--- src/rtl/capp_pkg.sv ---
// capp_pkg: opcodes, FSM states and default timing
// for the CAPP command sequencer.
package capp_pkg;

   localparam logic [2:0] OP_NOP          = 3'd0;
   localparam logic [2:0] OP_SET_ALL      = 3'd1;
   localparam logic [2:0] OP_SEARCH       = 3'd2;
   localparam logic [2:0] OP_SELECT_FIRST = 3'd3;
   localparam logic [2:0] OP_WRITE        = 3'd4;
   localparam logic [2:0] OP_READ         = 3'd5;
   localparam logic [2:0] OP_SEARCH_WRITE = 3'd6;
   localparam logic [2:0] OP_READ_NEXT    = 3'd7;

   localparam int CAPP_SEARCH_LAT = 2;

   typedef enum logic [2:0] {
      IDLE,
      SRCH,
      SWAIT,
      SEL,
      WR,
      RD,
      RSP
   } state_t;

endpackage

--- src/rtl/capp_sequencer_if.sv ---
// capp_sequencer_if: host-side command and response
// handshakes of the CAPP sequencer.
interface capp_sequencer_if #(
   parameter int num_bits = 32
) ();

   logic                cmd_valid;
   logic                cmd_ready;
   logic [2:0]          cmd_op;
   logic [num_bits-1:0] cmd_comparand;
   logic [num_bits-1:0] cmd_mask;
   logic                rsp_valid;
   logic                rsp_ready;
   logic                rsp_any;
   logic [num_bits-1:0] rsp_data;

   modport master (
      output cmd_valid,
      output cmd_op,
      output cmd_comparand,
      output cmd_mask,
      output rsp_ready,
      input  cmd_ready,
      input  rsp_valid,
      input  rsp_any,
      input  rsp_data
   );

   modport slave (
      input  cmd_valid,
      input  cmd_op,
      input  cmd_comparand,
      input  cmd_mask,
      input  rsp_ready,
      output cmd_ready,
      output rsp_valid,
      output rsp_any,
      output rsp_data
   );

endinterface

--- src/rtl/capp_write_encoder.sv ---
// capp_write_encoder: maps data/mask to the array's
// two-wire-per-bit write encoding (00 = keep bit).
module capp_write_encoder
   import capp_pkg::*;
#(
   parameter int num_bits = 32
) (
   input  logic [num_bits-1:0]   data,
   input  logic [num_bits-1:0]   mask,
   output logic [2*num_bits-1:0] write_lines
);

   always_comb begin
      write_lines = '0;
      for (int i = 0; i < num_bits; i++) begin
         if (mask[i]) begin
            write_lines[2*i+1] = data[i];
            write_lines[2*i]   = ~data[i];
         end
      end
   end

endmodule

--- src/rtl/capp_sequencer.sv ---
// capp_sequencer: expands one associative command at a
// time into timed strobes on the CAPP array.
module capp_sequencer
   import capp_pkg::*;
#(
   parameter int num_bits   = 32,
   parameter int num_cells  = 100,
   parameter int SEARCH_LAT = CAPP_SEARCH_LAT
) (
   input  logic                  CLK,
   input  logic                  RST,
   capp_sequencer_if.slave       bus,
   output logic                  busy,
   output logic [num_bits-1:0]   comparand,
   output logic [num_bits-1:0]   mask,
   output logic                  perform_search,
   output logic                  set,
   output logic                  select_first,
   output logic [2*num_bits-1:0] write_lines,
   input  logic [num_cells-1:0]  tag_wires,
   input  logic [num_bits-1:0]   read_lines
);

   localparam int CW = $clog2(SEARCH_LAT + 1);
   localparam logic [CW-1:0] CNT_LOAD = CW'(SEARCH_LAT - 1);

   state_t state_q, state_d;
   logic [2:0] op_q, op_d;
   logic [num_bits-1:0] comparand_q, comparand_d;
   logic [num_bits-1:0] mask_q, mask_d;
   logic [num_bits-1:0] rsp_data_q, rsp_data_d;
   logic [CW-1:0] cnt_q, cnt_d;
   logic rsp_any_q, rsp_any_d;
   logic ps_q, ps_d;
   logic set_q, set_d;
   logic sel_q, sel_d;
   logic [2*num_bits-1:0] wl_q, wl_d;
   logic ready_en_q;

   logic accept;
   logic any_tag;
   logic rsp_valid;
   logic [2:0] op_cur;
   logic [num_bits-1:0] data_cur;
   logic [num_bits-1:0] mask_cur;
   logic [2*num_bits-1:0] wl_enc;
   state_t srch_done;

   assign any_tag   = |tag_wires;
   assign rsp_valid = (state_q == RSP);

   assign bus.cmd_ready = ready_en_q
                        & (state_q == IDLE)
                        & ~rsp_valid;
   assign accept = bus.cmd_valid & bus.cmd_ready;

   // Strobes are registered on the accept edge, so
   // they must see the incoming fields, not the regs.
   assign op_cur   = accept ? bus.cmd_op : op_q;
   assign data_cur = accept ? bus.cmd_comparand
                            : comparand_q;
   assign mask_cur = accept ? bus.cmd_mask : mask_q;

   capp_write_encoder #(
      .num_bits (num_bits)
   ) u_enc (
      .data        (data_cur),
      .mask        (mask_cur),
      .write_lines (wl_enc)
   );

   assign srch_done =
      ((op_q == OP_SEARCH_WRITE) && any_tag) ? WR : RSP;

   always_comb begin
      state_d     = state_q;
      op_d        = op_q;
      comparand_d = comparand_q;
      mask_d      = mask_q;
      rsp_data_d  = rsp_data_q;
      rsp_any_d   = rsp_any_q;
      cnt_d       = cnt_q;
      ps_d        = 1'b0;
      set_d       = 1'b0;
      sel_d       = 1'b0;
      wl_d        = '0;

      unique case (state_q)
         IDLE: begin
            if (accept) begin
               op_d        = bus.cmd_op;
               comparand_d = bus.cmd_comparand;
               mask_d      = bus.cmd_mask;
               rsp_data_d  = '0;
               rsp_any_d   = 1'b0;
               cnt_d       = CNT_LOAD;
               unique case (bus.cmd_op)
                  OP_NOP:          state_d = RSP;
                  OP_SET_ALL:      state_d = SEL;
                  OP_SELECT_FIRST: state_d = SEL;
                  OP_READ_NEXT:    state_d = SEL;
                  OP_SEARCH:       state_d = SRCH;
                  OP_SEARCH_WRITE: state_d = SRCH;
                  OP_WRITE:        state_d = WR;
                  OP_READ:         state_d = RD;
                  default:         state_d = RSP;
               endcase
            end
         end
         SRCH: begin
            if (cnt_q == '0) state_d = srch_done;
            else             state_d = SWAIT;
         end
         SWAIT: begin
            cnt_d = cnt_q - 1'b1;
            if (cnt_q == CW'(1)) state_d = srch_done;
         end
         SEL: begin
            if (op_q == OP_READ_NEXT) state_d = RD;
            else                      state_d = RSP;
         end
         WR: state_d = RSP;
         RD: begin
            rsp_data_d = read_lines;
            state_d    = RSP;
         end
         RSP: begin
            if (bus.rsp_ready) state_d = IDLE;
         end
         default: state_d = IDLE;
      endcase

      ps_d  = (state_d == SRCH);
      set_d = (state_d == SEL)
            && (op_cur == OP_SET_ALL);
      sel_d = (state_d == SEL)
            && (op_cur != OP_SET_ALL);
      if (state_d == WR) wl_d = wl_enc;
      if ((state_d == RSP) && (state_q != RSP))
         rsp_any_d = any_tag;
   end

   always_ff @(posedge CLK or posedge RST) begin
      if (RST) begin
         state_q     <= IDLE;
         op_q        <= OP_NOP;
         comparand_q <= '0;
         mask_q      <= '0;
         rsp_data_q  <= '0;
         rsp_any_q   <= 1'b0;
         cnt_q       <= '0;
         ps_q        <= 1'b0;
         set_q       <= 1'b0;
         sel_q       <= 1'b0;
         wl_q        <= '0;
         ready_en_q  <= 1'b0;
      end else begin
         state_q     <= state_d;
         op_q        <= op_d;
         comparand_q <= comparand_d;
         mask_q      <= mask_d;
         rsp_data_q  <= rsp_data_d;
         rsp_any_q   <= rsp_any_d;
         cnt_q       <= cnt_d;
         ps_q        <= ps_d;
         set_q       <= set_d;
         sel_q       <= sel_d;
         wl_q        <= wl_d;
         ready_en_q  <= 1'b1;
      end
   end

   assign busy           = (state_q != IDLE);
   assign comparand      = comparand_q;
   assign mask           = mask_q;
   assign perform_search = ps_q;
   assign set            = set_q;
   assign select_first   = sel_q;
   assign write_lines    = wl_q;
   assign bus.rsp_valid  = rsp_valid;
   assign bus.rsp_any    = rsp_any_q;
   assign bus.rsp_data   = rsp_data_q;

endmodule

--- src/flat_wrapper.sv ---
// flat-port wrapper written by rule: the top's interface ports become plain ports
module capp_sequencer_flat import capp_pkg::*;
#(
   parameter int num_bits   = 32,
   parameter int num_cells  = 100,
   parameter int SEARCH_LAT = CAPP_SEARCH_LAT
)
  (CLK, RST, busy, comparand, mask, perform_search, set, select_first, write_lines, tag_wires, read_lines, bus_cmd_valid, bus_cmd_op, bus_cmd_comparand, bus_cmd_mask, bus_rsp_ready, bus_cmd_ready, bus_rsp_valid, bus_rsp_any, bus_rsp_data);
  capp_sequencer_if #(.num_bits(num_bits)) bus_i ();
  input  logic CLK;
  input  logic RST;
  output logic busy;
  output logic [num_bits-1:0] comparand;
  output logic [num_bits-1:0] mask;
  output logic perform_search;
  output logic set;
  output logic select_first;
  output logic [2*num_bits-1:0] write_lines;
  input  logic [num_cells-1:0] tag_wires;
  input  logic [num_bits-1:0] read_lines;
  input wire logic [$bits(bus_i.cmd_valid)-1:0] bus_cmd_valid;
  input wire logic [$bits(bus_i.cmd_op)-1:0] bus_cmd_op;
  input wire logic [$bits(bus_i.cmd_comparand)-1:0] bus_cmd_comparand;
  input wire logic [$bits(bus_i.cmd_mask)-1:0] bus_cmd_mask;
  input wire logic [$bits(bus_i.rsp_ready)-1:0] bus_rsp_ready;
  output wire logic [$bits(bus_i.cmd_ready)-1:0] bus_cmd_ready;
  output wire logic [$bits(bus_i.rsp_valid)-1:0] bus_rsp_valid;
  output wire logic [$bits(bus_i.rsp_any)-1:0] bus_rsp_any;
  output wire logic [$bits(bus_i.rsp_data)-1:0] bus_rsp_data;
  assign bus_i.cmd_valid = bus_cmd_valid;
  assign bus_i.cmd_op = bus_cmd_op;
  assign bus_i.cmd_comparand = bus_cmd_comparand;
  assign bus_i.cmd_mask = bus_cmd_mask;
  assign bus_i.rsp_ready = bus_rsp_ready;
  assign bus_cmd_ready = bus_i.cmd_ready;
  assign bus_rsp_valid = bus_i.rsp_valid;
  assign bus_rsp_any = bus_i.rsp_any;
  assign bus_rsp_data = bus_i.rsp_data;
  capp_sequencer #(.num_bits(num_bits), .num_cells(num_cells), .SEARCH_LAT(SEARCH_LAT)) u_core (.CLK(CLK), .RST(RST), .bus(bus_i), .busy(busy), .comparand(comparand), .mask(mask), .perform_search(perform_search), .set(set), .select_first(select_first), .write_lines(write_lines), .tag_wires(tag_wires), .read_lines(read_lines));
endmodule
--- config.mk ---
export PLATFORM = sky130hd
export DESIGN_NAME = capp_sequencer_flat
export DESIGN_NICKNAME = d
export VERILOG_FILES = /design/src/rtl/capp_pkg.sv /design/src/rtl/capp_sequencer_if.sv /design/src/rtl/capp_write_encoder.sv /design/src/rtl/capp_sequencer.sv /design/src/flat_wrapper.sv
export SDC_FILE = /design/constraint.sdc
export NUM_CORES = 1
export LEC_CHECK = 0
export ABC_AREA = 0
export CAP_MARGIN = 40
export CORE_AREA = 2 2 144 146
export DETAILED_ROUTE_END_ITERATION = 8
export DIE_AREA = 0 0 146 148
export DONT_BUFFER_PORTS = 1
export PLACE_DENSITY = 0.53
export SETUP_SLACK_MARGIN = 0.2
export SYNTH_ARGS = -nofsm -noshare
export SYNTH_HDL_FRONTEND = slang
export SYNTH_SLANG_ARGS = --single-unit
--- constraint.sdc ---
create_clock -name CLK -period 6.1 [get_ports CLK]
set_input_delay 0.915 -clock CLK [delete_from_list [all_inputs] [get_ports CLK]]
set_output_delay 0.915 -clock CLK [all_outputs]
set_load 0.02 [all_outputs]
==> results of run 1 <==
==> state kept, by name (all words and copies together), names as in the netlist <==
register	count
u_core.bus.rsp_data	32
u_core.mask	32
u_core.select_first	1
u_core.perform_search	1
u_core.ready_en_q	1
u_core.bus.rsp_any	1
u_core.set	1
u_core.state_q	3
u_core.op_q	3
u_core.write_lines	64
u_core.comparand	32
u_core.cnt_q	2
==> power by group <==
| group | internal (W) | switching (W) |
|---|---|---|
| Sequential | 0.00146 | 0.000651 |
| Combinational | 0.000266 | 0.000616 |
| Clock | 0.000595 | 0.000518 |
==> worst reg2reg max path: cells and delay by family, from the launching register on <==
family | cells | cell delay (ns)
buffers and inverters | 2 | 0.62
AOI/OAI and AO/OA | 1 | 0.41
DFF | 1 | 0.52
and+or+nand+nor | 5 | 1.28
==> cell families after synthesis <==
family | count (synthesis) | share of synthesized area, %
simple gates | 434 | 30.46
mux | 1 | 0.1417
compound gates | 52 | 4.304
flops | 173 | 61.28
fa+ha+maj | 2 | 0.3542
other cells | 1 | 0.05308
buf+inv | 50 | 3.400
==> how the worst min path moves through the flow <==
stage / cells past startpoint / slack (ns) / endpoint / from
after floorplan: 2 / 0.45 / u_core.cnt_q[1]$_DFFE_PP0P_ / u_core.cnt_q[1]$_DFFE_PP0P_
after global placement: 2 / 0.46 / u_core.cnt_q[1]$_DFFE_PP0P_ / u_core.cnt_q[1]$_DFFE_PP0P_
after detailed placement: 2 / 0.50 / u_core.cnt_q[1]$_DFFE_PP0P_ / u_core.cnt_q[1]$_DFFE_PP0P_
after CTS: 1 / 0.41 / u_core.bus.rsp_data[18]$_DFFE_PP0P_ / RST
after global routing: 1 / 0.43 / u_core.bus.rsp_data[19]$_DFFE_PP0P_ / RST
final: 1 / 0.41 / u_core.bus.rsp_data[18]$_DFFE_PP0P_ / RST
==> layout by cell type (no fill, tap or decap), types with 2 or more instances in the layout <==
cell type,instances
nor4_1,27
dfrtp_1,173
buf_8,2
nor3_1,32
inv_8,4
clkbuf_16,17
clkinv_8,3
inv_6,5
inv_1,8
nand4_1,5
a21oi_1,3
and3_1,2
o21ai_0,38
nand2_1,308
diode_2,2
nor4b_1,4
nand3_1,5
nor2_1,14
nand2b_1,3
buf_16,2
ha_1,2
nor4b_2,28
buf_4,3
==> per-stage QoR <==
step,cells,utilization (%),setup WS (ns),hold slack (ns)
2_1_floorplan,713,-,0.4965,0.4481
3_3_place_gp,945,36.13,2.735,0.4640
3_5_place_dp,950,36.65,2.790,0.4995
4_1_cts,982,39.73,3.088,0.4050
5_1_grt,984,39.75,2.858,0.4307
6_report,984,39.75,3.148,0.4055
==> final cells by class <==
class / count / area (sq um) / area share, %
multi-input combinational: 490 / 2511 / 31.52
tap: 270 / 337.8 / 4.241
sequential: 173 / 4329 / 54.34
clock inverter: 15 / 191.4 / 2.403
timing repair buffer: 8 / 127.6 / 1.602
clock buffer: 17 / 425.4 / 5.340
antenna: 2 / 5.005 / 0.06282
inverter: 9 / 38.79 / 0.4869
==> routing by layer <==
layer  up-vias  global-route usage (%)  wire length [microns]
met5         -                       0                      0
met4         0                   9.126                    795
met3        39                   4.660                   1360
met2       269                   33.75                  10650
met1      2465                   20.61                   7368
li1       2342                       -                      -
==> results.py, run 1 <==
metrics = {
    "sta": {
        "rsz0062_at_grt": "false",
        "post-route-period-util_pct": 48.40,
        "slew_headroom_pct": 40.85,
        "drv_slew": 0,
        "clock_skew_ns": 0.01298,
        "hold_violations": 0,
        "setup_violations": 0,
        "tightest_slew_ns": 0.8873,
        "tns_ns": 0,
        "fmax_mhz": 338.7,
        "timing.final.crit_period_ns": 2.952,
    },
    "synth": {
        "ys_seq_area_share_pct": 61.28,
        "synth_ff_type": "dfrtp_1",
        "synth_edf_count": 0,
        "ys_ff_latch": 173,
        "synth.avg_cell_area_sq_um": 9.908,
        "synth.area.top_cells": "dfrtp_1 61%, nand2_1 16%, nor4b_2 6.0%",
        "ys_types": 37,
        "yosysMostFrequentCell": "nand2_1",
        "synth.cell_area_sq_um": 7064,
        "synth_top_cell_by_area": "dfrtp_1",
        "syn_inst": 713,
        "syn-num-nets": 918,
        "synth_top_area_share_pct": 61.28,
        "yosys-top-cells-count": "308 x nand2_1, 173 x dfrtp_1, 38 x o21ai_0",
        "async_flop_share_pct": 100.0,
        "ys_warn_count": 0,
    },
    "critical_path": {
        "path_depth": 8,
        "max_stage_delay_ns": 0.52,
        "r2r_setup_slack_ns": 3.15,
        "worstSetupEndpointType": "register",
        "path_class": "register to register",
        "rr_startpoint": "u_core.state_q[0]$_DFF_PP0_",
        "crit_buf_inv": 2,
        "critPathLaunchType": "register",
        "rr_worst_depth": 8,
        "r2r_end": "u_core.write_lines[0]$_DFF_PP0_",
        "worstPathRequired_ns": 6.41,
        "cp_slowest_cell": "dfrtp_1",
        "critPathTopFamily": "simple AND/OR/NAND/NOR gates",
        "worstPathMaxFanout": 72,
        "startpoint": "u_core.state_q[0]$_DFF_PP0_",
        "crit_arrival_ns": 3.27,
        "worstSetupEndpoint": "u_core.write_lines[0]$_DFF_PP0_",
        "path_cells": "nor3_4 > nand3_2 > buf_4 > o31a_1 > nor2_1 > nand2_4 > buf_12 > nor4b_1",
    },
    "power": {
        "peakVddDrop_mv": 0.1915,
        "powerDensity_nw_per_um2": 515.8,
        "leakagePower_nw": 3.642,
        "fin_total_pwr_w": 0.004109,
    },
    "placement": {
        "dpl_cell_area_sq_um": 7345,
        "dp_hpwl_microns": 14890,
        "gp_congestion": 0.8189,
        "port_buffers": 0,
    },
    "run_status": {
        "status": "finished clean",
    },
    "cells_and_area": {
        "area_growth_pct": 12.77,
        "drive_gt1_share_pct": 10.67,
        "fill_cells": 1981,
        "nets": 904,
        "fin_area_sq_um": 7966,
    },
    "cts": {
        "numCtsBuffers": 17,
        "clk_pin_slew_ns": 0.08,
        "ctsHtreeMaxLevel": 4,
        "cts.sinks": 173,
        "cts-hold-fix-buffers": 0,
        "clk_path_buf_depth": 2,
        "root_buffer": "clkbuf_16",
        "cts_tree": "done",
        "insertion_delay_ns": 0.43,
        "postCtsSetupBuffers": 0,
        "cts_resized": 0,
    },
    "grt": {
        "grt_pass1_wl_microns": 31080,
        "gr-total-overflow": 0,
        "antenna_found_initial": 2,
        "grt_usage_pct": 18.69,
        "grt_start_max_net_pins": 83,
        "first_global_vias": 5366,
    },
    "min_path": {
        "hold_path_class": "input pin to asynchronous set/reset pin",
    },
    "routing": {
        "drt_wl_total_microns": 20170,
        "ant_nets": 0,
        "viasPerCell": 5.198,
        "dr.first_iter.drc_count": 246,
        "drc_errors": 0,
        "via_count": 5115,
        "first_pass_iters": 4,
        "wl_per_cell_microns": 20.50,
    },
    "floorplan": {
        "coreArea_sq_um": 20040,
        "chipWidth_microns": 146,
        "rows": 52,
        "die_h_microns": 148,
        "ioPinCount": 370,
        "dieArea_sq_um": 21610,
        "initial_core_util_pct": 35.25,
    },
    "job": {
        "max-cap-violations": 0,
    },
}
(Power assumes the default switching activity.)
==> run 2: changes to the inputs <==
--- a/config.mk
+++ b/config.mk
@@ -11,7 +11,7 @@
 export DETAILED_ROUTE_END_ITERATION = 8
 export DIE_AREA = 0 0 146 148
 export DONT_BUFFER_PORTS = 1
-export PLACE_DENSITY = 0.53
+export PLACE_DENSITY = 0.55
 export SETUP_SLACK_MARGIN = 0.2
 export SYNTH_ARGS = -nofsm -noshare
 export SYNTH_HDL_FRONTEND = slang
==> constraint.sdc (replaced) <==
create_clock -name CLK -period 2.5 [get_ports CLK]
set_input_delay 0.375 -clock CLK [delete_from_list [all_inputs] [get_ports CLK]]
set_output_delay 0.375 -clock CLK [all_outputs]
set_load 0.02 [all_outputs]
==> results.py, run 2 (synthesis gave the netlist of run 1 again) <==
metrics = {
    "run_status": {
        "status": "finished clean",
    },
    "routing": {
        "first_pass_iters": 5,
        "drt_wl_total_microns": 20460,
        "viasPerCell": 5.289,
        "ant_nets": 0,
        "wl_per_cell_microns": 20.62,
        "via_count": 5247,
        "drc_errors": 0,
        "dr.first_iter.drc_count": 400,
    },
    "placement": {
        "port_buffers": 0,
        "gp_congestion": 0.9122,
        "dp_slack_ns": 0.04281,
        "placed_cells": 959,
        "dpl_cell_area_sq_um": 7443,
        "dp_hpwl_microns": 14870,
    },
    "cells_and_area": {
        "layout_common_cells": "308 x nand2_1, 173 x dfrtp_1, 38 x o21ai_0",
        "area_growth_pct": 14.26,
        "post-route-util_pct": 40.28,
        "largest_reg_flops": 64,
        "fin_area_sq_um": 8071,
        "multi_input_area_sq_um": 2514,
        "fill_cells": 1970,
        "drive_gt1_share_pct": 11.77,
        "seqCellArea_sq_um": 4329,
        "nets": 918,
        "final_cells": 992,
        "final_common_cell": "nand2_1",
        "antenna_cells": 0,
    },
    "sta": {
        "drv_slew": 0,
        "tightest_slew_ns": 0.5674,
        "post-route-period-util_pct": 85.75,
        "hold_violations": 0,
        "timing.final.crit_period_ns": 2.144,
        "slew_headroom_pct": 61.70,
        "fmax_mhz": 466.5,
        "setup_violations": 0,
        "fin_ws_ns": 0.3563,
        "clock_skew_ns": 0.006287,
        "rsz0062_at_grt": "false",
    },
    "min_path": {
        "hold_path_class": "input pin to register",
    },
    "grt": {
        "grt_pass1_wl_microns": 31080,
        "antenna_found_initial": 1,
        "grt_usage_pct": 18.69,
        "gr-total-overflow": 0,
        "first_global_vias": 5221,
        "grt_start_max_net_pins": 101,
    },
    "critical_path": {
        "path_class": "register to register",
        "critPathLaunchType": "register",
        "worstPathRequired_ns": 2.80,
        "worstSetupEndpointType": "register",
        "crit_arrival_ns": 2.44,
        "worstPathMaxFanout": 18,
    },
    "floorplan": {
        "die_h_microns": 148,
        "dieArea_sq_um": 21610,
        "rows": 52,
        "coreArea_sq_um": 20040,
        "initial_core_util_pct": 35.25,
        "chipWidth_microns": 146,
        "ioPinCount": 370,
    },
    "cts": {
        "cts.sinks": 173,
        "cts_tree": "done",
        "numCtsBuffers": 17,
        "clk_path_buf_depth": 2,
        "clk_pin_slew_ns": 0.06,
        "insertion_delay_ns": 0.41,
        "root_buffer": "clkbuf_16",
        "ctsHtreeMaxLevel": 4,
    },
    "job": {
        "max-cap-violations": 0,
    },
    "power": {
        "powerDensity_nw_per_um2": 1271,
        "leakagePower_nw": 3.709,
        "fin_total_pwr_w": 0.01026,
        "peakVddDrop_mv": 0.3916,
    },
}
run 2: power breakdown:
part           internal [W]  switching (W)  total [W]  leakage [nW]
Clock               0.00156        0.00107    0.00263         0.282
Sequential          0.00358        0.00154    0.00512          2.27
Combinational      0.000888        0.00162    0.00251          1.16
Total               0.00602        0.00424     0.0103          3.71
run 2: worst max-delay path, stage by stage, from the launching register on:
cell,delay [ns]
dfrtp_1,0.40
buf_4,0.20
nand2b_1,0.17
a2bb2oi_1,0.17
nor2_1,0.09
nor4_4,0.34
nand2_4,0.16
buf_12,0.20
nor4b_1,0.30
run 2: cell type report:
class	count	area share [%]
Inverter	9	0.4650
Clock inverter	10	1.783
Multi-Input combinational cell	490	31.14
Timing Repair Buffer	22	3.472
Tap cell	270	4.185
Clock buffer	18	5.317
Sequential cell	173	53.64
run 2: metrics by stage:
stage / hold slack [ns] / TNS (ns)
6_report: 0.03271 / 0
5_1_grt: 0.008459 / 0
4_1_cts: 0.007006 / 0
3_5_place_dp: 0.4218 / 0
3_3_place_gp: 0.4178 / 0
2_1_floorplan: 0.4455 / -14.82
run 2: final timing paths:
check	to	depth (start not counted)	slack, ns	from
worst max-delay path	u_core.write_lines[62]$_DFF_PP0_	8	0.36	u_core.state_q[2]$_DFF_PP0_
worst min-delay path	u_core.set$_DFF_PP0_	1	0.03	bus_cmd_op[2]
worst max register to register	u_core.write_lines[62]$_DFF_PP0_	8	0.36	u_core.state_q[2]$_DFF_PP0_
worst min register to register	u_core.cnt_q[1]$_DFFE_PP0P_	2	0.51	u_core.cnt_q[1]$_DFFE_PP0P_
max in group asynchronous	u_core.write_lines[59]$_DFF_PP0_	3	1.50	RST
min in group asynchronous	u_core.comparand[4]$_DFFE_PP0N_	3	0.59	RST
run 2: routing by layer:
metal	GRT usage [%]	up-vias	part of all wire, %
li1	-	2369	-
met1	24.13	2578	41
met2	28.56	265	47
met3	7.160	33	9.0
met4	7.282	2	2.6
met5	0	-	0.034
run 2: repair_timing:
item / 4_1_cts / 5_1_grt
setup buffers: 2 / 2
gates resized for setup: 0 / 1
hold endpoints to repair: 85 / 0
hold buffers: 1 / 0
pin swaps: 0 / 1
setup endpoints to repair: 1 / 2
